**src/rtl/mem_arbiter_pkg.sv**
```systemverilog
// rtl/mem_arbiter_pkg.sv - shared state encodings and helpers for the memory arbiter
package mem_arbiter_pkg;

  typedef logic [1:0] arb_state_t;

  localparam arb_state_t ARB_IDLE   = 2'd0;
  localparam arb_state_t ARB_ACCESS = 2'd1;
  localparam arb_state_t ARB_WAIT   = 2'd2;
  localparam arb_state_t ARB_DONE   = 2'd3;

  // Pointer width that stays legal (>=1 bit) when only one core is present
  function automatic int ptr_width(input int n);
    return (n > 1) ? $clog2(n) : 1;
  endfunction

endpackage

```
**src/rtl/mem_arbiter_rr_picker.sv**
```systemverilog
// rtl/mem_arbiter_rr_picker.sv - combinational round-robin winner selection
module mem_arbiter_rr_picker #(
  parameter int NCORES = 2,
  parameter int PTR_W  = 1
) (
  input  logic [NCORES-1:0] i_req,
  input  logic [NCORES-1:0] i_excl,
  input  logic [PTR_W-1:0]  i_ptr,
  output logic [NCORES-1:0] o_grant,
  output logic              o_valid
);

  logic [NCORES-1:0] w_masked;

  assign w_masked = i_req & ~i_excl;

  // Walk the cores starting at the pointer, wrapping, and grant the first one pending
  always_comb begin
    o_grant = '0;
    o_valid = 1'b0;
    for (int k = 0; k < NCORES; k++) begin
      for (int j = 0; j < NCORES; j++) begin
        if (!o_valid && w_masked[j] && (j == ((int'(i_ptr) + k) % NCORES))) begin
          o_grant[j] = 1'b1;
          o_valid    = 1'b1;
        end
      end
    end
  end

endmodule

```
**src/rtl/mem_arbiter.sv**
```systemverilog
// rtl/mem_arbiter.sv - round-robin arbiter sharing one data memory port among cores
module mem_arbiter
  import mem_arbiter_pkg::*;
#(
  parameter int NCORES  = 2,
  parameter int ADDR_W  = 12,
  parameter int DATA_W  = 12,
  parameter int MEM_LAT = 1
) (
  input  logic                       Clk,
  input  logic                       Rstn,
  input  logic [NCORES-1:0]          reqRead,
  input  logic [NCORES-1:0]          reqWrite,
  input  logic [NCORES*ADDR_W-1:0]   reqAddr,
  input  logic [NCORES*DATA_W-1:0]   reqWData,
  output logic [NCORES-1:0]          done,
  output logic [NCORES-1:0]          stall,
  output logic [DATA_W-1:0]          rData,
  output logic                       memREAD,
  output logic                       memWRITE,
  output logic [ADDR_W-1:0]          memAddr,
  output logic [DATA_W-1:0]          memWData,
  input  logic [DATA_W-1:0]          memRData,
  output logic                       busy
);

  localparam int PTR_W = ptr_width(NCORES);
  localparam int CNT_W = $clog2(MEM_LAT + 1);

  arb_state_t        r_state;
  logic [NCORES-1:0] r_win;
  logic [PTR_W-1:0]  r_ptr;
  logic [CNT_W-1:0]  r_cnt;
  logic              r_is_write;
  logic [ADDR_W-1:0] r_addr;
  logic [DATA_W-1:0] r_wdata;
  logic [DATA_W-1:0] r_rdata;

  logic [NCORES-1:0] w_req;
  logic [NCORES-1:0] w_excl;
  logic [NCORES-1:0] w_grant;
  logic              w_valid;
  logic [PTR_W-1:0]  w_ptr_next;
  logic [ADDR_W-1:0] w_addr;
  logic [DATA_W-1:0] w_wdata;
  logic              w_is_write;

  assign w_req = reqRead | reqWrite;

  // The core just served is kept out of the DONE-cycle arbitration so others go first
  assign w_excl = (r_state == ARB_DONE) ? r_win : '0;

  mem_arbiter_rr_picker #(
    .NCORES (NCORES),
    .PTR_W  (PTR_W)
  ) u_picker (
    .i_req   (w_req),
    .i_excl  (w_excl),
    .i_ptr   (r_ptr),
    .o_grant (w_grant),
    .o_valid (w_valid)
  );

  // Route the winner's address/data and compute the pointer that follows it
  always_comb begin
    w_addr     = '0;
    w_wdata    = '0;
    w_ptr_next = r_ptr;
    for (int j = 0; j < NCORES; j++) begin
      if (w_grant[j]) begin
        w_addr     = reqAddr[j*ADDR_W +: ADDR_W];
        w_wdata    = reqWData[j*DATA_W +: DATA_W];
        w_ptr_next = PTR_W'((j + 1) % NCORES);
      end
    end
  end

  // A write request wins over a simultaneous read from the same core
  assign w_is_write = |(w_grant & reqWrite);

  // Arbitration FSM: grant and latch in IDLE/DONE, strobe in ACCESS, count latency in WAIT
  always_ff @(posedge Clk) begin
    if (!Rstn) begin
      r_state    <= ARB_IDLE;
      r_win      <= '0;
      r_ptr      <= '0;
      r_cnt      <= '0;
      r_is_write <= 1'b0;
      r_addr     <= '0;
      r_wdata    <= '0;
      r_rdata    <= '0;
    end else begin
      case (r_state)
        ARB_IDLE, ARB_DONE: begin
          if (w_valid) begin
            r_win      <= w_grant;
            r_ptr      <= w_ptr_next;
            r_is_write <= w_is_write;
            r_addr     <= w_addr;
            r_wdata    <= w_wdata;
            r_state    <= ARB_ACCESS;
          end else begin
            r_state <= ARB_IDLE;
          end
        end
        ARB_ACCESS: begin
          if (MEM_LAT == 1) begin
            r_state <= ARB_DONE;
            if (!r_is_write) r_rdata <= memRData;
          end else begin
            r_state <= ARB_WAIT;
            r_cnt   <= CNT_W'(1);
          end
        end
        ARB_WAIT: begin
          if (r_cnt == CNT_W'(MEM_LAT - 1)) begin
            r_state <= ARB_DONE;
            if (!r_is_write) r_rdata <= memRData;
          end else begin
            r_cnt <= r_cnt + CNT_W'(1);
          end
        end
        default: r_state <= ARB_IDLE;
      endcase
    end
  end

  assign done     = (r_state == ARB_DONE) ? r_win : '0;
  assign stall    = w_req & ~done;
  assign rData    = r_rdata;
  assign memREAD  = (r_state == ARB_ACCESS) && !r_is_write;
  assign memWRITE = (r_state == ARB_ACCESS) && r_is_write;
  assign memAddr  = r_addr;
  assign memWData = r_wdata;
  assign busy     = (r_state != ARB_IDLE);

endmodule
```
**config.mk**
```make
export PLATFORM = sky130hd
export DESIGN_NAME = mem_arbiter
export DESIGN_NICKNAME = d
export VERILOG_FILES = /design/src/rtl/mem_arbiter_pkg.sv /design/src/rtl/mem_arbiter_rr_picker.sv /design/src/rtl/mem_arbiter.sv
export SDC_FILE = /design/constraint.sdc
export NUM_CORES = 1
export LEC_CHECK = 0
export CORE_ASPECT_RATIO = 0.75
export CORE_MARGIN = 5
export CORE_UTILIZATION = 40
export CTS_CLUSTER_SIZE = 40
export DETAILED_ROUTE_END_ITERATION = 7
export PLACE_DENSITY = 0.81
export SETUP_SLACK_MARGIN = 0.02
export SLEW_MARGIN = 10
export SYNTH_ARGS = -nofsm -noshare
export SYNTH_HDL_FRONTEND = slang
export SYNTH_HIERARCHICAL = 1
export SYNTH_SLANG_ARGS = --single-unit
```
**constraint.sdc**
```tcl
create_clock -name Clk -period 2.3 [get_ports Clk]
set_input_delay 0.23 -clock Clk [delete_from_list [all_inputs] [get_ports Clk]]
set_output_delay 0.23 -clock Clk [all_outputs]
set_load 0.01 [all_outputs]
```
### Word-level counts from Yosys, hierarchy flattened

Cells that the tools add are included.

* register bits after elaboration: 43
* latch bits: 0
* memory bits (writable): 0
* bits in read-only memories: 0
* bits of input ports: 66
* output and inout bits: 43
* memories kept: 0

* add/sub/neg operators: 2
* multipliers: 0
* div/mod/pow operators: 0
* magnitude comparators: 0
* equality and inequality tests: 5
* shift operators: 0
* mux-type cells: 21
* bitwise operators: 5
* reduce and logical (&&, ||, !) cells: 24

Operators with widths (count)
* 12-bit 2-to-1 mux: 6
* 32-bit zero test: 2
* 12-bit case mux with 2 select lines: 1
* 1-bit 2-to-1 mux: 11
* 1-bit logical AND: 9
* 2-bit case mux with 3 select lines: 1
* 2-bit nonzero test: 3
* 2-bit AND: 2
* 2-bit == test (second input constant): 2
* 1-bit zero test: 4
* 2-bit 2-to-1 mux: 2
* 2-bit AND reduction: 2
* 2-bit OR reduction: 2
* 3-bit AND reduction: 1
* 1-bit adder (second input constant): 2
* 2-bit by 1-bit == test with 1-bit output (second input constant): 1
* 2-bit == test (first input constant): 1
* 2-bit zero test: 1
* 2-bit inequality test (second input constant): 1
* 2-bit inverter: 1
* 2-bit bitwise OR: 1
* 1-bit AND (first input constant): 1

### Longest topological paths before layout

Gate-level depths: netlist of the first run.

* depth in word-level cells: 20
* gate-level depth with buffers: 9

### Cells and area by module

Netlist of the first run, hierarchy kept.

Modules (own cells, without submodules)
* mem_arbiter: instances 1, cells an instance 203, area an instance 2087.0 µm²
* mem_arbiter_rr_picker: instances 1, cells an instance 5, area an instance 46.3 µm²

### Least setup slack after synthesis of the first run

OpenSTA, ideal clock, no wires.

* kind: register to register
* start: register r_state[0]
* end: register r_addr[0] (netlist: memAddr[0])
* data arrival time: 1770 ps
* required time: 2180 ps
* slack: 410 ps
* cell stages (with the launch flop): 10
* clock period less this slack: 1890 ps
* cell sequence: dfxtp_1 > ha_1 > and2_1 > nor2b_4 > o21a_1 > and4bb_1 > buf_6 > buf_8 > a221oi_2 > nor2b_1

* elaborated cells between the ends (all ways): 26
* those cells by class: 1 x eq/ne; 10 x mux; 2 x bitwise; 13 x reduce/logical

RTL lines
* start, declared: RTL line mem_arbiter.sv:30 `arb_state_t r_state;`
* start signal, assigned: RTL line mem_arbiter.sv:84 `r_state <= ARB_IDLE;`
* start signal, assigned: RTL line mem_arbiter.sv:101 `r_state <= ARB_ACCESS;`
* start signal, assigned: RTL line mem_arbiter.sv:103 `r_state <= ARB_IDLE;`
* 2-bit == test (*)
* 2-bit 2-to-1 mux (*)
* via done[1]: RTL line mem_arbiter.sv:16 `output logic [NCORES-1:0] done,`
* 2-bit inverter (*): RTL line mem_arbiter_rr_picker.sv:15 `assign w_masked = i_req & ~i_excl;`
* 2-bit AND (*): RTL line mem_arbiter_rr_picker.sv:15
* 1-bit logical AND (2 in series): RTL line mem_arbiter_rr_picker.sv:23 `if (!o_valid && w_masked[j] && (j == ((int'(i_ptr) + k) % NCORES))) begin`
* 1-bit 2-to-1 mux: RTL line mem_arbiter_rr_picker.sv:23
* 1-bit zero test: RTL line mem_arbiter_rr_picker.sv:23
* 1-bit logical AND (2 in series): RTL line mem_arbiter_rr_picker.sv:23
* 1-bit 2-to-1 mux: RTL line mem_arbiter_rr_picker.sv:23
* 1-bit zero test: RTL line mem_arbiter_rr_picker.sv:23
* 1-bit logical AND (2 in series): RTL line mem_arbiter_rr_picker.sv:23
* 1-bit 2-to-1 mux (*): RTL line mem_arbiter_rr_picker.sv:23
* via w_grant[1]: RTL line mem_arbiter.sv:41 `logic [NCORES-1:0] w_grant;`
* 12-bit 2-to-1 mux (*): RTL line mem_arbiter.sv:70 `if (w_grant[j]) begin`
* end signal, assigned: RTL line mem_arbiter.sv:99 `r_addr <= w_addr;`
* end, declared: RTL line mem_arbiter.sv:35 `logic [ADDR_W-1:0] r_addr;`

The timed path passes the listed nets; every way through them passes the cells marked *.
A chain may end at the register's enable or synchronous reset.

### Worst setup path after layout of the first run

* start: register r_state[0]
* end: register r_wdata[10] (netlist: memWData[10])

* elaborated cells between the ends (all ways): 26
* those cells by class: 1 x eq/ne; 10 x mux; 2 x bitwise; 13 x reduce/logical

RTL lines
* 2-bit == test (*): RTL line mem_arbiter.sv:51 `assign w_excl = (r_state == ARB_DONE) ? r_win : '0;`
* 2-bit 2-to-1 mux (*): RTL line mem_arbiter.sv:51
* 2-bit inverter (*): RTL line mem_arbiter_rr_picker.sv:15
* 2-bit AND (*): RTL line mem_arbiter_rr_picker.sv:15
* 1-bit logical AND: RTL line mem_arbiter_rr_picker.sv:23
* 1-bit 2-to-1 mux: RTL line mem_arbiter_rr_picker.sv:23
* 1-bit zero test: RTL line mem_arbiter_rr_picker.sv:23
* 1-bit logical AND (2 in series): RTL line mem_arbiter_rr_picker.sv:23
* 1-bit 2-to-1 mux: RTL line mem_arbiter_rr_picker.sv:23
* 1-bit zero test: RTL line mem_arbiter_rr_picker.sv:23
* 1-bit logical AND (2 in series): RTL line mem_arbiter_rr_picker.sv:23
* 1-bit 2-to-1 mux (*): RTL line mem_arbiter_rr_picker.sv:23
* via w_grant[0]: RTL line mem_arbiter.sv:41
* 12-bit 2-to-1 mux (*) (2 in series): RTL line mem_arbiter.sv:70
* end signal, assigned: RTL line mem_arbiter.sv:100 `r_wdata <= w_wdata;`
* end, declared: RTL line mem_arbiter.sv:36 `logic [DATA_W-1:0] r_wdata;`

Marked as above.

==> results of run 1 <==
-- sequential cells by signal (all words and copies together), names as in the netlist --
signal	flops
memAddr	12
memWData	12
rData	12
r_is_write	1
r_ptr	1
r_state	2
r_win	2
-- Yosys cell counts --
cell      count
buf_8         2
a21oi_1       2
inv_1         5
a21boi_0     14
o21a_1        2
and2b_1       2
nor2b_4       1
nand2b_1      3
nand2b_4      1
nand2_1      28
buf_4         2
buf_2         2
ha_1          3
buf_6         3
a221oi_2     20
nor3b_1       1
and4bb_1      1
nor2b_1      25
clkbuf_1     10
and4b_1      24
and2_1        4
and3b_1       1
a221oi_1      5
nor2_1        5
dfxtp_1      42
-- cells by family after synthesis --
family	share of synthesized area [%]
compound gates	22.23
fa+ha+maj	1.760
buf+inv	6.804
flops	39.41
simple gates	29.79
-- power by group --
group	internal, uW	switching (uW)
registers	817	57.0
clock network	303	243
logic	441	340
total	1560	640
-- stage by stage --
step	instance area, sq um	util, %	power, uW	cells	hold slack [ps]
after global placement	3267	62.03	1661	383	449.2
final	3377	64.12	2201	391	465.5
after CTS	3377	64.12	2224	391	469.0
after detailed placement	3267	62.03	1676	383	458.1
after global routing	3377	64.12	2324	391	482.2
after floorplan	2133	-	1326	208	374.9
-- routing by layer --
| layer | wire, microns | vias up | GRT usage (%) |
|---|---|---|---|
| met5 | 0 | - | 0 |
| met4 | 70 | 0 | 5.449 |
| met3 | 557 | 9 | 6.186 |
| met2 | 2717 | 76 | 27.99 |
| met1 | 2774 | 918 | 23.33 |
| li1 | - | 968 | - |
-- placed cells by master, fill, tap and decap left out --
cell type          n
a21boi_0          14
a21oi_1            2
a221oi_1           5
a221oi_2          20
and2_1             4
and2b_1            2
and3b_1            1
and4b_1           24
and4bb_1           1
buf_4             11
clkbuf_8           8
clkdlybuf4s50_1  108
dfxtp_1           42
ha_1               3
inv_1              5
nand2_1           28
nand2b_1           2
nand2b_2           1
nand2b_4           1
nor2_1             5
nor2b_1           25
nor2b_4            1
nor3b_1            1
o21a_1             2
-- worst paths after layout --
path / from / to / cells past startpoint
setup / recovery: r_state[0] / memWData[10] / 8
hold / removal: rData[6] / rData[6] / 2
setup reg to reg: r_state[0] / memWData[10] / 8
hold reg to reg: rData[6] / rData[6] / 2
-- layout make-up --
cell class | count | share of cell area, %
clock buffer | 8 | 3.260
inverter | 5 | 0.5558
multi-input combinational | 142 | 34.05
sequential | 42 | 24.90
tap | 75 | 2.779
timing repair buffer | 119 | 34.46
-- tightest hold or removal path, delay by kind of cell, from the launching register on --
| kind | cells | cell delay, ps |
|---|---|---|
| simple gates | 1 | 50 |
| compound gates | 1 | 60 |
| flops | 1 | 310 |
==> impl_metrics.toml, run 1 <==
[run_status]
status = "finished, final reports clean"

[critical_path]
cp.required_ps = 2530
arrival_ps = 2210
cp_slowest_cell = "dfxtp_1"
rrSetupSlack_ps = 320
endpoint_kind = "flop"
start_kind = "flop"
crit_buf_inv = 1
critPathMaxFanout = 17
max_stage_delay_ps = 330
critPathTopFamily = "simple AND/OR/NAND/NOR gates"
worstPathCellList = "ha_1 > and2_1 > nand2b_4 > a21oi_1 > and4bb_1 > buf_4 > a221oi_2 > nor2b_1"
path_class = "flop to flop"

[clock_network]
clkSlewWorstSetupHoldPaths_ps = 80
post_cts_buffers = 0
clock-root-buffer = "clkbuf_8"
holdBufCountCts = 0
clock_sinks = 42
clockBufferDepth = 2
cts_resized = 0
h-tree-depth = 2
cts_tree = "built"
cts_buffers = 5
clk_latency_ps = 290

[routing]
wl_mm = 6.118
drtIter0Drc = 57
drc = 0
avgRoutedWirePerCell_microns = 15.65
ant_nets = 0
post_drt_via_cell_ratio = 5.041
drt_pre_antenna_iters = 4
vias = 1971

[floorplan]
num_rows = 23
start_util_pct = 40.51
die_h_microns = 73.25
die_area_sq_um = 6909
fp.dieW_microns = 94.33
core_region_area_sq_um = 5266
ios = 109

[placed_design]
port_buffers = 108
globalplace.congestion = 0.7565
dpl.hpwl_mm = 4.545
place_ws_ps = 196.8

[grt]
grt_overflow = 0
grt_pass1_wl_mm = 9.763
grt.total_usage_pct = 17.89
grt_max_degree = 43
grt_pass1_vias = 2018
antenna_found_initial = 0

[sta]
hold_violations = 0
grt_setup_unrepaired = "false"
fin_crit_ps = 1985
finalSetupViolCount = 0
slew_violations = 0
post-route-period-util_pct = 86.30
max_clock_freq_mhz = 503.8
slew_headroom_pct = 68.45
skew_ps = 7.647
fin_ws_ps = 315.1
finalSetupTns_ps = 0
worst_slew_pin_slew_ps = 473.2

[synth]
synth.largest_area_cell = "dfxtp_1"
ys_seq_elements = 42
yosysSeqAreaShare_pct = 39.41
syn_area_per_cell_sq_um = 10.26
yosys.cell_types.count = 25
synth_area_leaders = "dfxtp_1, a221oi_2, and4b_1"
synth_top_area_share_pct = 39.41
ys_warn_count = 6
netlist_instances = 208
netlist_area_sq_um = 2133
syn-num-nets = 277

[job]
max_cap_viol_count = 0

[min_path]
hold_path.class = "flop to flop"

[pwr]
p_per_area_nw_per_um2 = 651.8
peakVddDrop_mv = 0.3865
p_leak_uw = 0.001309

[cells_and_area]
drive_above_1_share_pct = 13.29
antennaDiodeCount = 0
nNetsFinal = 384
areaGrowthSynthToFinish_pct = 58.30
multi_input_area_sq_um = 1150
area.sequential_sq_um = 840.8
nFillCells = 464
Power figures use the tool's default switching activity.
==> run 2, diff against run 1 <==
--- a/config.mk
+++ b/config.mk
@@ -7,10 +7,9 @@
 export LEC_CHECK = 0
 export CORE_ASPECT_RATIO = 0.75
 export CORE_MARGIN = 5
-export CORE_UTILIZATION = 40
+export CORE_UTILIZATION = 23
 export CTS_CLUSTER_SIZE = 40
 export DETAILED_ROUTE_END_ITERATION = 7
-export PLACE_DENSITY = 0.81
 export SETUP_SLACK_MARGIN = 0.02
 export SLEW_MARGIN = 10
 export SYNTH_ARGS = -nofsm -noshare
==> run 2 against run 1 <==
Combinational power rose by 2%. Cell area rose by 3.4%. Sequential share of layout area shrank 0.81 points. Critical path depth shrank 4. Via count shrank 2.3%. Global-route usage down 5.9 points. Largest cell class unchanged. Largest power group unchanged.
==> impl_metrics.toml, run 2 (synthesized netlist as in run 1, its figures left out) <==
[grt]
grt_max_degree = 43
grt_pass1_vias = 2052
antenna_found_initial = 0
grt_pass1_wl_mm = 10.81
grt_overflow = 0
grt.total_usage_pct = 12.03

[routing]
drt_pre_antenna_iters = 4
drc = 0
ant_nets = 0
post_drt_via_cell_ratio = 4.355
avgRoutedWirePerCell_microns = 15.80
vias = 1925
drtIter0Drc = 74
wl_mm = 6.985

[sta]
worst_slew_pin_slew_ps = 497.7
grt_setup_unrepaired = "false"
slew_headroom_pct = 66.82
hold_violations = 0
skew_ps = 2.958
fin_crit_ps = 1955
finalSetupViolCount = 0
post-route-period-util_pct = 84.99
slew_violations = 0
fin_ws_ps = 345.1
max_clock_freq_mhz = 511.5
finalSetupTns_ps = 0

[placed_design]
port_buffers = 108
dpl.hpwl_mm = 5.158
post_dp_cell_area_sq_um = 3343
globalplace.congestion = 0.7517
place_ws_ps = 216.3

[cells_and_area]
drive_above_1_share_pct = 12.42
nNetsFinal = 382
post-route-util_pct = 38.59
final_area_sq_um = 3491
antennaDiodeCount = 0
layout_common_cells = "clkdlybuf4s50_1, dfxtp_1, nand2_1, nor2b_1, and4b_1"
areaGrowthSynthToFinish_pct = 63.64
final_common_cell = "clkdlybuf4s50_1"

[floorplan]
start_util_pct = 23.58
die_h_microns = 93.41
core_region_area_sq_um = 9046
ios = 109
num_rows = 30
fp.dieW_microns = 121.2
die_area_sq_um = 11320

[clock_network]
holdBufCountCts = 0
h-tree-depth = 2
cts_buffers = 5
clock-root-buffer = "clkbuf_16"
clockBufferDepth = 2
post_cts_buffers = 0
clk_latency_ps = 280
cts_resized = 0
clkSlewWorstSetupHoldPaths_ps = 60
cts_tree = "built"
clock_sinks = 42

[critical_path]
path_class = "flop to output pin"
start_kind = "flop"
crit_buf_inv = 1
critPathMaxFanout = 3
r2r_start = "r_state[0]"
worstPathCellList = "ha_1 > and2_1 > nor2_1 > clkdlybuf4s50_1"
cp.required_ps = 2070
endpoint_kind = "output pin"
critPathTopFamily = "buffers and inverters"
startpoint = "r_state[0]"
arrival_ps = 1720
max_stage_delay_ps = 580
cp_slowest_cell = "clkdlybuf4s50_1"

[min_path]
hold_path.class = "flop to flop"
hp-start = "rData[6]"

[pwr]
p_leak_uw = 0.001324
p_per_area_nw_per_um2 = 683.2
power_uw = 2385
peakVddDrop_mv = 0.3365

[job]
max_cap_viol_count = 0

[run_status]
status = "finished, final reports clean"
==> run 2: area by class of cell <==
class,count,area [sq um]
inverters,5,18.77
multi-input cells,142,1150
fillers,898,5555
clock buffers,7,142.6
flip-flops and latches,42,840.8
repair buffers,117,1174
clock inverters,1,5.005
well taps,128,160.2
==> run 2: through the flow <==
stage / cells / hold WS, ps
final: 442 / 465.8
after global routing: 442 / 504.5
after CTS: 442 / 472.2
after detailed placement: 434 / 460.7
after global placement: 434 / 450.8
after floorplan: 208 / 374.9
==> run 2: worst reg2reg max path, stage by stage, from the launching register on <==
cell and delay, ps:
dfxtp_1 330, ha_1 220, and2_1 190, nand2b_4 150
o21a_1 190, and4bb_1 350, buf_12 220, a221oi_1 110
nor2b_1 110
==> run 2: final timing paths <==
| kind | to | slack [ps] | depth (start not counted) |
|---|---|---|---|
| worst min register to register | rData[6] | 470 | 2 |
| worst min-delay path | rData[6] | 470 | 2 |
| worst max register to register | memAddr[8] | 380 | 8 |
| worst max-delay path | stall[1] | 350 | 4 |
==> run 2: metal layers <==
metal	vias up	track usage, %	wire [microns]
met2	54	19.83	3187
met4	0	2.612	47
met3	4	3.204	399
met1	902	15.81	3350
met5	-	0	0
li1	965	-	-
==> run 2: where the power goes <==
group | switching, uW | internal, uW
Combinational | 349 | 449
Sequential | 58.7 | 819
Clock | 279 | 431
==> run 3, diff against run 2 <==
==> constraint.sdc (replaced) <==
create_clock -name Clk -period 1.69 [get_ports Clk]
set_input_delay 0.169 -clock Clk [delete_from_list [all_inputs] [get_ports Clk]]
set_output_delay 0.169 -clock Clk [all_outputs]
set_load 0.01 [all_outputs]
==> run 3 against run 2 <==
The flow now finishes with violations (negative setup slack). Worst setup slack lost 420 ps. Sequential cell count is the same. Global-route usage grew 0.083 points. Clock power grew 82%. Via count grew 4.4%. Final cell count grew 3.6%. Power grew 57%. First-iteration DRC count shrank 9.5%. Non-clock buffer count grew 15. Combinational power grew 58%. Utilization grew 3.6 points. Worst hold slack lost 27 ps. Critical path type is now flop to flop. Critical endpoint is now memWData[9].
==> impl_metrics.toml, run 3 (synthesized netlist as in run 1, its figures left out) <==
[run_status]
status = "finished with violations"
violations = "negative setup slack"

[routing]
ant_nets = 0
vias = 2010
post_drt_via_cell_ratio = 4.389
wl_mm = 7.151
drc = 0
drt_pre_antenna_iters = 4
avgRoutedWirePerCell_microns = 15.61
drtIter0Drc = 67

[sta]
hold_violations = 0
slew_headroom_pct = 85.64
hold_slack_ps = 438.8
grt_setup_unrepaired = "true"
post-route-period-util_pct = 104.7
max_clock_freq_mhz = 565.4
skew_ps = 6.572
slew_violations = 0
worst_slew_pin_slew_ps = 215.1
fin_crit_ps = 1769
fin_ws_ps = -78.62
finalSetupViolCount = 26

[clock_network]
clk_latency_ps = 280
clockBufferDepth = 2
cts_tree = "built"
cts_buffers = 5
clkSlewWorstSetupHoldPaths_ps = 70
h-tree-depth = 2
clock_sinks = 42
clock-root-buffer = "clkbuf_16"

[pwr]
peakVddDrop_mv = 0.4109
p_per_area_nw_per_um2 = 982.2
p_leak_uw = 0.001494
p_clk_share_pct = 34.3
swShare_pct = 26.98
p_int_uw = 2737
p_seq_share_pct = 32.0
power_switching_uw = 1011
p_comb_share_pct = 33.7

[cells_and_area]
layout_common_cells = "clkdlybuf4s50_1, dfxtp_1, nand2_1, nor2b_1"
nFillCells = 877
final_common_cell = "clkdlybuf4s50_1"
antennaDiodeCount = 0
nNetsFinal = 398
drive_above_1_share_pct = 22.42
areaGrowthSynthToFinish_pct = 78.89
layout.cells.non_filler = 458
final_area_sq_um = 3816
post-route-util_pct = 42.19

[critical_path]
path_class = "flop to flop"
cp.required_ps = 1910
start_kind = "flop"
cp_slowest_cell = "and4bb_4"
arrival_ps = 1990
max_stage_delay_ps = 380
worstPathCellList = "ha_4 > and2_4 > nand2b_4 > o21a_4 > and4bb_4 > clkbuf_16 > a221oi_2 > nor2b_1"
rr_worst_depth = 8
endpoint_kind = "flop"
critPathMaxFanout = 6

[floorplan]
num_rows = 30
die_h_microns = 93.41
die_area_sq_um = 11320
core_region_area_sq_um = 9046
fp.dieW_microns = 121.2
start_util_pct = 23.58
ios = 109

[placed_design]
dpl.hpwl_mm = 5.092
dp.cells = 445
post_dp_cell_area_sq_um = 3473
place_ws_ps = -292.3
globalplace.congestion = 0.6922
port_buffers = 108

[grt]
grt_pass1_wl_mm = 10.76
grt_max_degree = 43
grt_overflow = 0
grt_pass1_vias = 2085
antenna_found_initial = 0
grt.total_usage_pct = 12.12

[min_path]
hold_depth = 3
hold_path.class = "primary input to flop"

[job]
max_cap_viol_count = 0
run 3: cell types whose count changed in the layout (fill, tap and decap cells not counted), moves of 4 or more:
cell,before,now
a221oi_1,5,0
dlygate4sd2_1,0,6
a221oi_2,20,24
clkdlybuf4s50_1,108,101
buf_4,7,14
run 3: layer usage:
metal	share of wire (%)	track usage, %	vias up
met5	0	0	-
met4	1.0	3.638	0
met3	7.0	3.930	4
met2	45	19.05	59
met1	47	15.83	944
li1	-	-	1003
run 3: final timing paths:
| path | from | to | slack, ps |
|---|---|---|---|
| worst max-delay path | r_state[0] | memWData[9] | -80 |
| worst min-delay path | memRData[2] | rData[2] | 440 |
| worst max register to register | r_state[0] | memWData[9] | -80 |
| worst min register to register | r_win[0] | r_win[0] | 460 |
run 3: what timing repair did:
action                                 CTS  global route
resized for setup                       12            26
pin swaps                                0             4
setup endpoints to repair               45            40
buffers inserted                         0             2
endpoints found under the hold margin    0             0
cloned                                   0             3
hold buffers                             0             0
run 3: power by group through the flow:
stage	Sequential, uW	Clock, uW	Combinational [uW]
2_1_floorplan	1250	0	563
3_3_place_gp	1210	0	1150
3_5_place_dp	1220	0	1160
4_1_cts	1200	1310	1170
5_1_grt	1210	1360	1370
6_report	1200	1290	1260
run 3: area by class of cell:
type / instances / area [sq um] / share of cell area [%]
Clock buffer: 6 / 138.9 / 3.639
Timing Repair Buffer: 132 / 1348 / 35.31
Tap cell: 128 / 160.2 / 4.197
Sequential cell: 42 / 843.3 / 22.10
Multi-Input combinational cell: 143 / 1247 / 32.69
Inverter: 5 / 18.77 / 0.4918
Clock inverter: 2 / 60.06 / 1.574
run 3: worst max-delay path, delay by kind of cell (launching register included):
kind                       cells  cell delay (ps)
and+or+nand+nor                4              760
DFF                            1              340
AOI/OAI and AO/OA              2              250
buffers and inverters          1              180
adders and majority gates      1              160
run 3: stage by stage:
step	power (uW)	TNS [ps]
2_1_floorplan	1818	-1215
3_3_place_gp	2362	-6753
3_5_place_dp	2381	-7472
4_1_cts	3678	-2505
5_1_grt	3945	-3817
6_report	3748	-1514
